$ cat src/rtl/hazard_ctrl_pkg.sv
// Purpose : shared constants, types and helpers for the pipeline hazard controller.
// Latency : n/a (package).
// Backpressure: n/a (package).
package hazard_ctrl_pkg;

  // Width of the tuse/tnew fields.
  localparam int TNEW_W = 3;

  // Multiply/divide unit busy lengths. These are also used by the decoder and
  // the bypass muxes, so they live here rather than in the controller.
  localparam int MD_MULT_CYC = 5;
  localparam int MD_DIV_CYC  = 10;

  // Forwarding mux select encodings.
  localparam logic [1:0] FWD_RF = 2'd0;
  localparam logic [1:0] FWD_E  = 2'd1;
  localparam logic [1:0] FWD_M  = 2'd2;
  localparam logic [1:0] FWD_W  = 2'd3;

  typedef logic [TNEW_W-1:0] tnew_t;

  // tuse value meaning "this operand is not read".
  localparam tnew_t TUSE_NONE = tnew_t'(5);

  // One shadow pipeline stage. All-zero is the bubble state.
  typedef struct packed {
    logic [4:0] rs;
    logic [4:0] rt;
    logic [4:0] wa;
    logic       we;
    tnew_t      tnew;
  } stage_t;

  // Decrement that floors at zero.
  function automatic tnew_t sat_dec(tnew_t t);
    return (t == '0) ? '0 : t - tnew_t'(1);
  endfunction

  // A stage produces a usable register result only if it writes a non-zero register.
  function automatic logic wr_valid(stage_t s);
    return s.we && (s.wa != 5'd0);
  endfunction

endpackage

$ cat src/rtl/hazard_ctrl_if.sv
// Purpose : D-stage decode info into the hazard controller, stall/forward controls out.
// Latency : n/a (wires only).
// Backpressure: stall_FD/bubble_E are the backpressure to the fetch/decode stages.
// Ports   : rs_D/rt_D/wa_D addresses, tuse_Drs/tuse_Drt/tnew_D timing, rfwe_D write enable;
//           stall_FD, bubble_E, fwd_Drs/fwd_Drt/fwd_Ers/fwd_Ert/fwd_Mrt selects.
//           With HAZARD_MDU_EN: md_start_D, md_div_D, md_use_D in, md_busy out.
interface hazard_ctrl_if;
  import hazard_ctrl_pkg::*;

  logic [4:0] rs_D;
  logic [4:0] rt_D;
  tnew_t      tuse_Drs;
  tnew_t      tuse_Drt;
  logic       rfwe_D;
  logic [4:0] wa_D;
  tnew_t      tnew_D;
  logic       stall_FD;
  logic       bubble_E;
  logic [1:0] fwd_Drs;
  logic [1:0] fwd_Drt;
  logic [1:0] fwd_Ers;
  logic [1:0] fwd_Ert;
  logic       fwd_Mrt;
`ifdef HAZARD_MDU_EN
  logic       md_start_D;
  logic       md_div_D;
  logic       md_use_D;
  logic       md_busy;
`endif

  // Decode/pipeline side.
  modport master (
    output rs_D, rt_D, tuse_Drs, tuse_Drt, rfwe_D, wa_D, tnew_D,
`ifdef HAZARD_MDU_EN
    output md_start_D, md_div_D, md_use_D,
    input  md_busy,
`endif
    input  stall_FD, bubble_E, fwd_Drs, fwd_Drt, fwd_Ers, fwd_Ert, fwd_Mrt
  );

  // Hazard controller side.
  modport slave (
    input  rs_D, rt_D, tuse_Drs, tuse_Drt, rfwe_D, wa_D, tnew_D,
`ifdef HAZARD_MDU_EN
    input  md_start_D, md_div_D, md_use_D,
    output md_busy,
`endif
    output stall_FD, bubble_E, fwd_Drs, fwd_Drt, fwd_Ers, fwd_Ert, fwd_Mrt
  );

endinterface

$ cat src/rtl/hazard_stage_reg.sv
// Purpose : one shadow pipeline stage (addresses, write enable, tnew) with bubble load.
// Latency : 1 cycle, tnew saturating-decremented (or cleared when CLR_TNEW) on the way in.
// Backpressure: none; bubble_i loads the all-zero bubble instead of d_i.
// Ports   : clk, reset (async active-high), d_i previous-stage value, bubble_i, q_o.
module hazard_stage_reg
  import hazard_ctrl_pkg::*;
#(
  parameter bit CLR_TNEW = 1'b0
) (
  input  logic   clk,
  input  logic   reset,
  input  stage_t d_i,
  input  logic   bubble_i,
  output stage_t q_o
);

  stage_t q_q;
  stage_t q_d;

  always_comb begin
    q_d      = d_i;
    q_d.tnew = CLR_TNEW ? '0 : sat_dec(d_i.tnew);
    if (bubble_i) begin
      q_d = '0;
    end
  end

  always_ff @(posedge clk or posedge reset) begin
    if (reset) begin
      q_q <= '0;
    end else begin
      q_q <= q_d;
    end
  end

  assign q_o = q_q;

endmodule

$ cat src/rtl/hazard_ctrl.sv
// Purpose : stall and forwarding controller for the 5-stage F/D/E/M/W pipeline.
// Latency : stall and all forwarding selects are combinational in the current cycle.
// Backpressure: stall_FD holds PC and F/D; bubble_E inserts a nop into D/E on the same cycle.
// Ports   : clk, reset (async active-high), bus (hazard_ctrl_if.slave).
// Option  : HAZARD_MDU_EN adds the multiply/divide busy tracker and its stall.
module hazard_ctrl
  import hazard_ctrl_pkg::*;
(
  input  logic         clk,
  input  logic         reset,
  hazard_ctrl_if.slave bus
);

  stage_t d_stage;
  stage_t e_q;
  stage_t m_q;
  stage_t w_q;
  logic   stall;
  logic   data_stall;
  logic   md_stall;

  assign d_stage = '{rs:   bus.rs_D,
                     rt:   bus.rt_D,
                     wa:   bus.wa_D,
                     we:   bus.rfwe_D,
                     tnew: bus.tnew_D};

  // Shadow pipeline: E takes a bubble while D is stalled; M and W keep draining.
  hazard_stage_reg #(.CLR_TNEW(1'b0)) u_stage_e (
    .clk(clk), .reset(reset), .d_i(d_stage), .bubble_i(stall), .q_o(e_q)
  );
  hazard_stage_reg #(.CLR_TNEW(1'b0)) u_stage_m (
    .clk(clk), .reset(reset), .d_i(e_q), .bubble_i(1'b0), .q_o(m_q)
  );
  hazard_stage_reg #(.CLR_TNEW(1'b1)) u_stage_w (
    .clk(clk), .reset(reset), .d_i(m_q), .bubble_i(1'b0), .q_o(w_q)
  );

  // An operand must wait if a producer in s will not have its result by the
  // time D's instruction needs it. W is always ready, so it is never checked.
  function automatic logic op_hazard(logic [4:0] a, tnew_t tuse, stage_t s);
    return (a != 5'd0) && (tuse != TUSE_NONE) && wr_valid(s) &&
           (s.wa == a) && (s.tnew > tuse);
  endfunction

  // Youngest ready producer wins; later assignments override older stages.
  function automatic logic [1:0] sel_d(logic [4:0] a, stage_t e, stage_t m, stage_t w);
    logic [1:0] sel;
    sel = FWD_RF;
    if (a != 5'd0) begin
      if (wr_valid(w) && (w.wa == a) && (w.tnew == '0)) sel = FWD_W;
      if (wr_valid(m) && (m.wa == a) && (m.tnew == '0)) sel = FWD_M;
      if (wr_valid(e) && (e.wa == a) && (e.tnew == '0)) sel = FWD_E;
    end
    return sel;
  endfunction

  function automatic logic [1:0] sel_e(logic [4:0] a, stage_t m, stage_t w);
    logic [1:0] sel;
    sel = FWD_RF;
    if (wr_valid(w) && (w.wa == a)) sel = FWD_W;
    if (wr_valid(m) && (m.wa == a) && (m.tnew == '0)) sel = FWD_M;
    return sel;
  endfunction

  assign data_stall = op_hazard(bus.rs_D, bus.tuse_Drs, e_q) |
                      op_hazard(bus.rs_D, bus.tuse_Drs, m_q) |
                      op_hazard(bus.rt_D, bus.tuse_Drt, e_q) |
                      op_hazard(bus.rt_D, bus.tuse_Drt, m_q);

  // Gating with reset makes the outputs drop the instant reset rises, not
  // one delta after the shadow registers clear.
  assign stall = !reset && (data_stall || md_stall);

  assign bus.stall_FD = stall;
  assign bus.bubble_E = stall;
  assign bus.fwd_Drs  = (reset || stall) ? FWD_RF : sel_d(bus.rs_D, e_q, m_q, w_q);
  assign bus.fwd_Drt  = (reset || stall) ? FWD_RF : sel_d(bus.rt_D, e_q, m_q, w_q);
  assign bus.fwd_Ers  = reset ? FWD_RF : sel_e(e_q.rs, m_q, w_q);
  assign bus.fwd_Ert  = reset ? FWD_RF : sel_e(e_q.rt, m_q, w_q);
  assign bus.fwd_Mrt  = !reset && wr_valid(w_q) && (w_q.wa == m_q.rt) && (m_q.rt != 5'd0);

`ifdef HAZARD_MDU_EN
  localparam int MD_CNT_W = $clog2(MD_DIV_CYC + 1);

  logic [MD_CNT_W-1:0] md_cnt_q;
  logic [MD_CNT_W-1:0] md_cnt_d;
  logic                md_e_q;
  logic                md_e_d;
  logic                md_enter;
  logic                md_busy_int;

  // md_busy depends only on registered state, so the md stall cannot loop
  // back through md_enter.
  assign md_busy_int = (md_cnt_q != '0) || md_e_q;
  assign md_stall    = bus.md_use_D && md_busy_int;
  assign md_enter    = bus.md_start_D && !stall;
  assign bus.md_busy = !reset && md_busy_int;

  always_comb begin
    md_e_d   = md_enter;
    md_cnt_d = md_cnt_q;
    if (md_enter) begin
      md_cnt_d = bus.md_div_D ? MD_CNT_W'(MD_DIV_CYC) : MD_CNT_W'(MD_MULT_CYC);
    end else if (md_cnt_q != '0) begin
      md_cnt_d = md_cnt_q - MD_CNT_W'(1);
    end
  end

  always_ff @(posedge clk or posedge reset) begin
    if (reset) begin
      md_cnt_q <= '0;
      md_e_q   <= 1'b0;
    end else begin
      md_cnt_q <= md_cnt_d;
      md_e_q   <= md_e_d;
    end
  end
`else
  assign md_stall = 1'b0;
`endif

endmodule

$ cat src/flat_wrapper.sv
// flat-port wrapper written by rule: the top's interface ports become plain ports
module hazard_ctrl_flat import hazard_ctrl_pkg::*;
  (clk, reset, bus_rs_D, bus_rt_D, bus_tuse_Drs, bus_tuse_Drt, bus_rfwe_D, bus_wa_D, bus_tnew_D, bus_stall_FD, bus_bubble_E, bus_fwd_Drs, bus_fwd_Drt, bus_fwd_Ers, bus_fwd_Ert, bus_fwd_Mrt);
  hazard_ctrl_if bus_i ();
  input  logic clk;
  input  logic reset;
  input wire logic [$bits(bus_i.rs_D)-1:0] bus_rs_D;
  input wire logic [$bits(bus_i.rt_D)-1:0] bus_rt_D;
  input wire logic [$bits(bus_i.tuse_Drs)-1:0] bus_tuse_Drs;
  input wire logic [$bits(bus_i.tuse_Drt)-1:0] bus_tuse_Drt;
  input wire logic [$bits(bus_i.rfwe_D)-1:0] bus_rfwe_D;
  input wire logic [$bits(bus_i.wa_D)-1:0] bus_wa_D;
  input wire logic [$bits(bus_i.tnew_D)-1:0] bus_tnew_D;
  output wire logic [$bits(bus_i.stall_FD)-1:0] bus_stall_FD;
  output wire logic [$bits(bus_i.bubble_E)-1:0] bus_bubble_E;
  output wire logic [$bits(bus_i.fwd_Drs)-1:0] bus_fwd_Drs;
  output wire logic [$bits(bus_i.fwd_Drt)-1:0] bus_fwd_Drt;
  output wire logic [$bits(bus_i.fwd_Ers)-1:0] bus_fwd_Ers;
  output wire logic [$bits(bus_i.fwd_Ert)-1:0] bus_fwd_Ert;
  output wire logic [$bits(bus_i.fwd_Mrt)-1:0] bus_fwd_Mrt;
  assign bus_i.rs_D = bus_rs_D;
  assign bus_i.rt_D = bus_rt_D;
  assign bus_i.tuse_Drs = bus_tuse_Drs;
  assign bus_i.tuse_Drt = bus_tuse_Drt;
  assign bus_i.rfwe_D = bus_rfwe_D;
  assign bus_i.wa_D = bus_wa_D;
  assign bus_i.tnew_D = bus_tnew_D;
  assign bus_stall_FD = bus_i.stall_FD;
  assign bus_bubble_E = bus_i.bubble_E;
  assign bus_fwd_Drs = bus_i.fwd_Drs;
  assign bus_fwd_Drt = bus_i.fwd_Drt;
  assign bus_fwd_Ers = bus_i.fwd_Ers;
  assign bus_fwd_Ert = bus_i.fwd_Ert;
  assign bus_fwd_Mrt = bus_i.fwd_Mrt;
  hazard_ctrl u_core (.clk(clk), .reset(reset), .bus(bus_i));
endmodule
$ cat config.mk
export PLATFORM = sky130hd
export DESIGN_NAME = hazard_ctrl_flat
export DESIGN_NICKNAME = d
export VERILOG_FILES = /design/src/rtl/hazard_ctrl_pkg.sv /design/src/rtl/hazard_ctrl_if.sv /design/src/rtl/hazard_stage_reg.sv /design/src/rtl/hazard_ctrl.sv /design/src/flat_wrapper.sv
export SDC_FILE = /design/constraint.sdc
export NUM_CORES = 1
export LEC_CHECK = 0
export BUFFER_PORTS_ARGS = -buffer_cell sky130_fd_sc_hd__buf_2
export CAP_MARGIN = 40
export CORE_ASPECT_RATIO = 0.9
export CORE_MARGIN = 2
export CORE_UTILIZATION = 50
export CTS_CLUSTER_SIZE = 30
export DETAILED_ROUTE_END_ITERATION = 10
export GPL_TIMING_DRIVEN = 0
export HOLD_SLACK_MARGIN = 0.03
export PLACE_DENSITY = 0.71
export SLEW_MARGIN = 10
export SYNTH_ARGS = -nofsm -noshare
export SYNTH_HDL_FRONTEND = slang
export SYNTH_SLANG_ARGS = --single-unit
$ cat constraint.sdc
create_clock -name clk -period 7.48 [get_ports clk]
set_input_delay 1.496 -clock clk [delete_from_list [all_inputs] [get_ports clk]]
set_output_delay 1.496 -clock clk [all_outputs]
set_load 0.02 [all_outputs]
==> impl_results.md <==
* Status: finished clean
* DIE WIDTH at 79.0 microns
* Pre-CTS WS at 2.51 ns
* Met2 usage at 0.365
* Layout cells sized above 1 at 0.265
* Total GRT Usage at 0.225
* CTS sink cnt at 39
* HPWL after detailed placement at 4.23 mm
* Starting Density at 0.521
* Register bit total from synthesis at 39
* Syn Inst Count at 243
* Grt met1 use at 0.312
* DR vias/cell at 5.45
* Levels on crit path at 10
* Top post-synthesis cells by area: dfrtp_1 39%, xnor2_1 11%, nor3b_2 8.4%
* CTS tree: built
* Antenna viol nets, final at 0
* Initial antenna violation count at 0
* Core outline area at 4860 sq um
* IO Port Bufs at 36
* Detailed router's first-iteration violation count at 162
* Hold_buf cts at 0
* Syn_nets at 286
* Simple-gate area share of the yosys netlist at 0.232
* Yosys top cell by area: dfrtp_1
* Worst Hold Class: flip-flop to flip-flop
* Mean Syn Cell Area at 10.4 sq um
* Post-synthesis mux area share at 0
* Worst path max stage delay at 0.53 ns
* Commonest cells in the netlist: 39 x dfrtp_1, 32 x xnor2_1, 21 x xor2_1
* Leakage at 1.29 nW
* CP dominant cell by count: buf_2
* Critical Path RT at 5.98 ns
* Final Cycle Share at 0.666
* Gp weighted congestion at 0.885
* Max frequency at 201 MHz
* Htree depth at 2
* Setup crit start kind: input pin
* Largest net degree at the start of global routing at 41
* EDFF count, synth at 0
* Vias in the first global route at 1941
* Setup TNS at 0 ns
* Synth Area in XOR/XNOR at 0.183
* Slowest cell on the critical path: or4_1
* Fin. Hold Viols at 0
* Die H at 71.5 microns
* Synth warnings at 0
* Die ar. at 5650 sq um
* Mapped Area at 2530 sq um
* FFs w/ async S/R, synth at 1.00
* Total Nets Final at 330
* Crit-path cells: buf_2 > or4_1 > o21ai_1 > a211oi_1 > a22oi_2 > nor2_2 > buf_6 > or2_1 > buf_4 > buf_2
* Synth Area in Adders at 0.0791
* Library cells used by synthesis at 37
* Largest family of logic cells by synthesized area: simple AND/OR/NAND/NOR gates
* Ys flop type: dfrtp_1
* Post-cts repair resize count at 0
* Clock Skew at 0.00971 ns
* Worst Slack Setup Final at 2.50 ns
* Worst EP arrival at 3.48 ns
* # fillers at 432
* CP Capture Type: output port
* Grt met3 use at 0.0416
* CTS clock-pin slew for the worst setup and hold paths at 0.08 ns
* Crit Path Class: input pin to output port
* Cells on worst reg2reg path at 8
* Bufs on Longest Clock Path at 2
* Slew Viols, Final at 0
* Avg WL per Cell at 16.2 microns
* Most frequent cell after synthesis: dfrtp_1
* FP Rows at 24
* Skew-Pair Late Insertion Delay at 0.29 ns
* Number of remaining DRC errors at 0
* Cell area power density at 172 nW/um^2
* CTS Buf Count at 5
* Slew headroom at 0.464
* Max-capacitance violation count at 0
* Grt ovf at 0
* Via count at 1918
* Area growth from synthesis to layout at 14.7%
* Drt first pass iters at 4
* Final min period at 4.98 ns
* CP Max Fanout at 10
* Root Buffer Master: clkbuf_8
* Busiest layer in global routing: met2
* Peak supply drop at 0.0870 mV
* Worst Path Buf+Inv at 4
* Top Ports at 38
* First-pass GRT wire length at 9.71 mm
* Complex-gate fraction of the synthesized area at 0.0682
* Hold depth at 0
* Final setup viols at 0
* RSZ-0062 raised after global routing: no
* Sequential cell area fraction in the yosys report at 0.385
* Routed Wire Length at 5.70 mm
* Ant diodes at 0
* FF-to-FF setup slack at 5.20 ns
* Yosys top cell area share at 0.385
* Worst Max-Slew Pin Slew at 0.803 ns
* Post CTS Setup Buffer Count at 0
* CP delay by family, top: simple AND/OR/NAND/NOR gates
[metal layers]
| metal | share of wire | wire, microns |
|---|---|---|
| met5 | 0 | 0 |
| met4 | 0.0061 | 35 |
| met3 | 0.063 | 361 |
| met2 | 0.47 | 2690 |
| met1 | 0.46 | 2610 |
[cells by family after synthesis]
kind of cell,after synthesis
buffers and inverters,28
AO/OA/AOI/OAI,26
AND/OR/NAND/NOR,81
XOR/XNOR,53
flip-flops,39
adder cells (fa/ha/maj),16
[worst reg2reg max path: stages (launching register included)]
cell and delay (ns):
dfrtp_1 0.34, clkbuf_1 0.31, xnor2_1 0.18, nand3_1 0.10, nor3_1 0.37, nand3_1 0.18, a211oi_2 0.31, buf_4 0.30
nor3b_2 0.08
[worst paths after layout]
| path | from | endpoint |
|---|---|---|
| max reg2reg | u_core.u_stage_m.q_o[8] | u_core.u_stage_e.q_o[11] |
| min reg2reg | u_core.u_stage_m.q_o[4] | u_core.u_stage_w.q_o[4] |
| min | u_core.u_stage_m.q_o[4] | u_core.u_stage_w.q_o[4] |
| max | bus_rt_D[0] | bus_stall_FD |
| min in group asynchronous | reset | u_core.u_stage_e.q_o[16] |
| max in group asynchronous | reset | u_core.u_stage_m.q_o[2] |
[registers in the layout, summed over array words and instances, names as in the netlist]
signal	count
u_core.u_stage_e.q_o	19
u_core.u_stage_m.q_o	14
u_core.u_stage_w.q_o	6
[cells in the final DEF (no fill, tap or decap), types with 2 or more instances in the layout]
master    netlist  routed
o21ai_1         3       3
nor3b_2        17      17
nor3b_1         2       2
and3_1          2       2
buf_2           1      37
a211oi_1        2       2
nand4_1         5       5
ha_1           16      16
nor4_1          8       8
buf_1           2       3
nand3_1        10      10
nor2_1          4       4
nand3b_1        4       4
dfrtp_1        39      39
or4_1           5       5
buf_4           3       3
clkbuf_8        0       5
a211oi_2        2       2
buf_6           2       2
xnor2_1        32      32
o21ai_0         2       2
nor3_1          5       5
a21oi_1        12      12
nor2b_1         2       2
inv_1          12      11
nand2_1        12      12
clkbuf_1        8       8
xor2_1         21      21
[final cells by class]
class,instances,area (sq um),share of cell area
clock buffers,5,68.8,0.0237
repair buffers,37,184,0.0633
inverters,12,45.0,0.0155
clock inverters,2,37.5,0.0129
well taps,65,81.3,0.0280
flip-flops and latches,39,976,0.336
plain buffers,16,87.6,0.0302
multi-input cells,176,1420,0.490
[stage by stage]
step                instances  hold WS, ns  instance area (sq um)   util  total power [mW]
floorplan                 243        0.351                   2530      -             0.303
global placement          344        0.356                   2790  0.574             0.330
detailed placement        345        0.358                   2800  0.575             0.333
CTS                       352        0.378                   2900  0.597             0.503
global route              352        0.383                   2900  0.597             0.526
finish                    352        0.366                   2900  0.597             0.500
[power breakdown]
part	switching, mW	total [mW]	internal [mW]
combinational	0.0521	0.0951	0.0430
clock	0.0728	0.170	0.0975
sequential	0.0111	0.235	0.224
total	0.136	0.500	0.364
Power figures use the tool's default switching activity.
